[src/rtl/remote_comm.sv]
// rtl/remote_comm.sv - host-side command initiator: serializes cmd/data over a byte UART and awaits the response
//
// Ports:
//   clk, rst_n              clock, asynchronous active-low reset
//   snd_cmd, cmd, data      command request (accepted only when idle)
//   busy                    high while a command is in flight
//   cmd_cmplt               pulse: third byte transmitted
//   resp_rdy, resp          pulse + held response byte
//   timeout                 pulse: no response within 2^TMO_WIDTH-1 cycles
//   tx_data, trmt, tx_done  UART transmitter handshake
//   rx_rdy, rx_data         UART receiver byte available
//   clr_rx_rdy              clears rx_rdy at the receiver
module remote_comm #(
    parameter int TMO_WIDTH = 16
) (
    input  logic        clk,
    input  logic        rst_n,
    input  logic        snd_cmd,
    input  logic [7:0]  cmd,
    input  logic [15:0] data,
    output logic        busy,
    output logic        cmd_cmplt,
    output logic        resp_rdy,
    output logic [7:0]  resp,
    output logic        timeout,
    output logic [7:0]  tx_data,
    output logic        trmt,
    input  logic        tx_done,
    input  logic        rx_rdy,
    input  logic [7:0]  rx_data,
    output logic        clr_rx_rdy
);

    typedef enum logic [2:0] {
        IDLE      = 3'd0,
        TX1       = 3'd1,
        TX2       = 3'd2,
        TX3       = 3'd3,
        WAIT_RESP = 3'd4
    } state_t;

    localparam logic [TMO_WIDTH-1:0] TMO_MAX = '1;
    localparam logic [TMO_WIDTH-1:0] TMO_ONE = {{(TMO_WIDTH-1){1'b0}}, 1'b1};

    state_t                 state, state_nxt;
    logic [23:0]            shift_buf;
    logic [TMO_WIDTH-1:0]   timer;
    logic [TMO_WIDTH-1:0]   timer_inc;
    logic                   rx_new;
    logic                   accept, tx_adv, last_done, take, tmo_fire;

    // clr_rx_rdy is registered, so rx_rdy is still high for one cycle after
    // we clear it; masking with clr_rx_rdy keeps one byte from counting twice.
    assign rx_new    = rx_rdy && !clr_rx_rdy;
    assign timer_inc = timer + TMO_ONE;
    assign busy      = (state != IDLE);

    always_comb begin
        state_nxt = state;
        accept    = 1'b0;
        tx_adv    = 1'b0;
        last_done = 1'b0;
        take      = 1'b0;
        tmo_fire  = 1'b0;
        case (state)
            IDLE: begin
                if (snd_cmd) begin
                    accept    = 1'b1;
                    state_nxt = TX1;
                end
            end
            TX1: begin
                if (tx_done) begin
                    tx_adv    = 1'b1;
                    state_nxt = TX2;
                end
            end
            TX2: begin
                if (tx_done) begin
                    tx_adv    = 1'b1;
                    state_nxt = TX3;
                end
            end
            TX3: begin
                if (tx_done) begin
                    last_done = 1'b1;
                    state_nxt = WAIT_RESP;
                end
            end
            WAIT_RESP: begin
                // A response arriving on the final timer cycle still wins.
                if (rx_new) begin
                    take      = 1'b1;
                    state_nxt = IDLE;
                end else if (timer_inc == TMO_MAX) begin
                    tmo_fire  = 1'b1;
                    state_nxt = IDLE;
                end
            end
            default: state_nxt = IDLE;
        endcase
    end

    always_ff @(posedge clk or negedge rst_n) begin
        if (!rst_n) begin
            state      <= IDLE;
            shift_buf  <= 24'h0;
            timer      <= '0;
            tx_data    <= 8'h00;
            trmt       <= 1'b0;
            cmd_cmplt  <= 1'b0;
            resp_rdy   <= 1'b0;
            resp       <= 8'h00;
            timeout    <= 1'b0;
            clr_rx_rdy <= 1'b0;
        end else begin
            state      <= state_nxt;
            trmt       <= accept | tx_adv;
            cmd_cmplt  <= last_done;
            resp_rdy   <= take;
            timeout    <= tmo_fire;
            // Stale bytes outside WAIT_RESP are cleared and simply dropped.
            clr_rx_rdy <= rx_new;

            if (accept) begin
                shift_buf <= {cmd, data};
                tx_data   <= cmd;
            end else if (tx_adv) begin
                shift_buf <= {shift_buf[15:0], 8'h00};
                tx_data   <= shift_buf[15:8];
            end

            if (last_done)
                timer <= '0;
            else if (state == WAIT_RESP)
                timer <= timer_inc;

            if (take)
                resp <= rx_data;
        end
    end

endmodule

[config.mk]
export PLATFORM = sky130hd
export DESIGN_NAME = remote_comm
export DESIGN_NICKNAME = d
export VERILOG_FILES = /design/src/rtl/remote_comm.sv
export SDC_FILE = /design/constraint.sdc
export NUM_CORES = 1
export LEC_CHECK = 0
export CORE_MARGIN = 1
export CORE_UTILIZATION = 52
export CTS_BUF_LIST = sky130_fd_sc_hd__clkbuf_2
export DETAILED_ROUTE_END_ITERATION = 16
export PLACE_DENSITY = 0.93
export SETUP_SLACK_MARGIN = 0.05
export SLEW_MARGIN = 20
export SYNTH_ARGS = -nofsm -noshare
export SYNTH_HDL_FRONTEND = slang
export SYNTH_SLANG_ARGS = --single-unit
[constraint.sdc]
create_clock -name clk -period 2.3 [get_ports clk]
set_input_delay 0.46 -clock clk [delete_from_list [all_inputs] [get_ports clk]]
set_output_delay 0.46 -clock clk [all_outputs]
set_load 0.1 [all_outputs]
### After elaboration in Yosys (flattened, before gate mapping)

Cells that the tools add are included.

* flip-flop bits (word level): 56
* logic and storage cells: 53
* bits of input ports: 37
* output and inout bits: 22

* reduce and logical (&&, ||, !) cells: 8
* add/sub/neg operators: 1
* bitwise gates (word level): 1
* muxes and demuxes: 23
* equal/unequal tests: 10

Operators by type and width (count)
* 2-to-1 mux 16 bit: 4
* 2-to-1 mux 3 bit: 6
* adder 16 x 1 -> 16 bit (second input constant): 1
* equality test 16 bit (second input constant): 1
* 2-to-1 mux 8 bit: 2
* case mux 3 bit (5 select lines): 1
* 2-to-1 mux 1 bit: 10
* inequality test 2 bit (second input constant): 4
* equality test 3 x 2 -> 1 bit (second input constant): 2
* AND reduction 5 bit: 1
* nonzero test 2 bit: 2
* equality test 3 x 1 -> 1 bit (second input constant): 1
* equality test 3 bit (second input constant): 1
* zero test 3 bit: 1
* inequality test 3 bit (second input constant): 1
* nonzero test 3 bit: 1
* OR reduction 2 bit: 1
* logical AND 1 bit: 1
* zero test 1 bit: 1
* bitwise OR 1 bit: 1

### Logic depth before layout (Yosys ltp)

* word-level depth: 5
* gate-level depth with buffers: 7
* mapped depth without buffers: 6

### Worst setup path before layout

OpenSTA, ideal clock, no wires.

* kind: reg2reg
* from: register state[1]
* to: register shift_buf[15]
* stages on the path, launching flop included: 6
* data required time: 2.172 ns
* arrival time: 1.860 ns
* path buffers: 2
* setup time: 0.128 ns
* period minus slack after synthesis: 1.988 ns
* setup slack: 0.312 ns
* path through: dfrtp_1 buf_2 or3_1 nor2_2 buf_2 o21ai_0

* longest elaborated chain between the ends: 4
* elaborated cells on any way between the ends: 8
* classes of those cells: 2 x eq/ne; 3 x mux; 3 x reduce/logical

Ends and longest elaborated chain
* start, declared: RTL line 45 `state_t state, state_nxt;`
* start signal, assigned: RTL line 117 `state <= state_nxt;`
* equality test 3 x 2 -> 1 bit / equality test 3 x 1 -> 1 bit (equally long branches): RTL line 65 `case (state)`
* OR reduction 2 bit (no source line)
* 2-to-1 mux 1 bit
* nonzero test 2 bit (no source line)
* end signal, assigned: RTL line 126 `shift_buf <= {cmd, data};`
* end signal, assigned: RTL line 129 `shift_buf <= {shift_buf[15:0], 8'h00};`
* end, declared: RTL line 46 `logic [23:0] shift_buf;`

Parallel ways exist; a longest one is shown, timed or not.
A chain may end at the register's enable or synchronous reset.

### Worst setup path after layout

* from: register state[1]
* to: output busy

* longest elaborated chain between the ends: 1

Ends and longest elaborated chain
* nonzero test 3 bit: RTL line 56 `assign busy = (state != IDLE);`
* end, declared: RTL line 21 `output logic busy,`

No other way between the ends.

==> impl_metrics.tcl <==
set metrics [dict create \
    fin_crit_ps 2060 \
    drive_above_1_share 0.171 \
    antenna_found_initial 0 \
    clk_latency_ps 420 \
    routed_via_density 5.65 \
    ys_warn_count 0 \
    drt_pass1_iterations 4 \
    drtAntennaViolNets 0 \
    syn-instance-count 256 \
    chipHeight_um 73.9 \
    drv_cap 0 \
    clock_sinks 56 \
    num_vias 2163 \
    grt_pass1_vias 2078 \
    cts.repair.resized 0 \
    numCtsBuffers 5 \
    ir_drop_mv 0.724 \
    finalMaxSlewViolations 0 \
    core_region_area_um2 4850 \
    cts_max_path_buffers 2 \
    hold_viol_final 0 \
    slew_headroom 0.644 \
    n_antenna_cell 0 \
    grt_max_degree 31 \
    fin_setup_tns_ps 0 \
    syn_nets 295 \
    synth_edf_count 0 \
    slowest_delay_ps 510 \
    cp_slowest_cell "dfrtp_1" \
    rows 25 \
    async_flop_share 1.00 \
    placed_area_um2 3290 \
    drc 0 \
    cp-end-kind "output port" \
    place.detailed.hpwl_um 4390 \
    root_buffer "clkbuf_2" \
    cts_tree "built" \
    status "finished clean" \
    required_ps 1840 \
    worstPathArrival_ps 1600 \
    die-area_um2 5460 \
    drt_wl_total_um 5870 \
    synth_area_leaders "dfrtp_1 52%, mux2i_1 6.3%, o21ai_0 6.3%" \
    syn_area_um2 2690 \
    io_pins 59 \
    dieWidth_um 73.9 \
    dr.first_iter.drc_count 135 \
    final_nets 355 \
    p_leak_nw 1.56 \
    yosys.area.top_type "dfrtp_1" \
    worstPathMaxFanout 7 \
    period_share 0.898 \
    yosysTopAreaCellShare 0.521 \
    crit_type "reg -> out" \
    yosysSeqAreaShare 0.521 \
    hold_path.class "in -> async" \
    overflow 0 \
    area_delta_synth_final_pct 24.0 \
    p_per_area_nw_per_um2 1320 \
    synthFlopType "dfrtp_1" \
    seqCellArea_um2 1400 \
    fin_ws_ps 235 \
    start_util 0.554 \
    wl_per_cell_um 15.3 \
    htree_levels 2 \
    path_cells "or3_1 > buf_4" \
    rsz0062_at_grt "false" \
    fin_skew_ps 10.6 \
    ys_ff_latch 56 \
    fmaxAchievable_ghz 0.484 \
    place.gp.congestion 0.922 \
    synth.distinct_cells 40 \
    grt.total_usage 0.233 \
    setup_viol 0 \
    multi_input_area_um2 1170 \
    grt_pass1_wl_um 9650 \
    pre_cts_ws_ps 326 \
    nFillCells 370 \
    start_kind "register" \
    place.port_buffers 58 \
    final_util 0.687 \
    syn_avg_cell_area_um2 10.5 \
    post-place-cells 375 \
    fin_area_um2 3330 \
    worstMarginPinSlew_ps 533 \
    path_clk_slew_ps 250 \
    r2r_slack_ps 300 \
    final_cells 383 \
]
-- power by group --
part	total, mW	internal, mW	switching [mW]	leakage [nW]
Clock	0.351	0.0670	0.284	0.0248
Combinational	2.44	0.709	1.74	0.796
Sequential	1.60	1.32	0.283	0.736
-- through the flow --
stage,power [mW],hold WS [ps]
finish,4.40,477
global route,4.62,506
CTS,4.42,471
detailed placement,4.08,456
global placement,3.98,449
floorplan,3.50,164
-- final cells by class --
| cell class | instances | share of cell area |
|---|---|---|
| clock buffers | 5 | 0.00751 |
| multi-input cells | 178 | 0.352 |
| well taps | 67 | 0.0252 |
| flip-flops and latches | 56 | 0.420 |
| inverters | 7 | 0.00788 |
| clock inverters | 2 | 0.00375 |
| repair buffers | 68 | 0.183 |
-- critical path: cells and delay by family (launching register included) --
family / cells / cell delay [ps]
flops: 1 / 510
simple gates: 1 / 420
buf+inv: 1 / 250
-- cell usage after synthesis, types with 2 or more instances --
cell type  instances
a21oi_1            6
a22o_1             8
a31oi_1            5
and2_1             2
and3_1             3
and4_1             3
buf_2              8
buf_4              5
dfrtp_1           56
ha_1               2
inv_1              7
mux2_2             8
mux2i_1           17
nand2_1           26
nand2b_1           2
nand3_1            5
nand4_1           10
nor2_1            14
nor2_2             2
o21ai_0           34
o21ai_1            2
o22ai_1            2
o31ai_1            4
o41ai_1            2
or3_1              2
xnor2_1            3
xor2_1             5
-- layer usage --
layer  up-vias  track usage  routed length [um]
li1       1041            -                   -
met4         0       0.0577                  63
met5         -            0                   0
met1      1047        0.299                2540
met2        66        0.404                2980
met3         9       0.0466                 289
-- repair_timing --
| item | 4_1_cts | 5_1_grt |
|---|---|---|
| hold buffers | 1 | 0 |
| buffers inserted | 0 | 0 |
| hold endpoints to repair | 19 | 0 |
-- cell families (layout without fill, tap and decap cells) --
logic type / Yosys count / after routing / synth area share
xor+xnor: 8 / 8 / 0.0261
buf+inv: 22 / 82 / 0.0419
flops: 56 / 56 / 0.521
simple gates: 76 / 76 / 0.154
fa+ha+maj: 2 / 2 / 0.00931
compound gates: 67 / 67 / 0.151
mux: 25 / 25 / 0.0968
-- cell usage in the layout, fill, tap and decap left out, types with 3 or more instances in the layout --
master           netlist  layout
dfrtp_1               56      56
clkdlybuf4s50_1        0      35
o21ai_0               34      34
buf_4                  5      30
nand2_1               26      26
mux2i_1               17      17
nor2_1                14      14
nand4_1               10      10
mux2_2                 8       8
a22o_1                 8       8
inv_1                  7       7
a21oi_1                6       6
xor2_1                 5       5
nand3_1                5       5
a31oi_1                5       5
clkbuf_2               1       5
o31ai_1                4       4
and3_1                 3       3
xnor2_1                3       3
and4_1                 3       3
-- flip-flops by register name, summed over array words and instances (netlist names) --
name,flops
resp_rdy,1
shift_buf,16
timeout,1
cmd_cmplt,1
resp,8
state,3
clr_rx_rdy,1
tx_data,8
trmt,1
timer,16
-- worst paths after layout --
kind,start,endpoint,depth (start not counted)
min in group clk,clr_rx_rdy,clr_rx_rdy,1
worst max-delay path,state[1],busy,2
max in group asynchronous,rst_n,timer[11],3
worst min-delay path,rst_n,resp[6],2
worst min register to register,clr_rx_rdy,clr_rx_rdy,1
worst max register to register,timer[0],timeout,6
No activity file was read; power rests on OpenSTA's default activity.
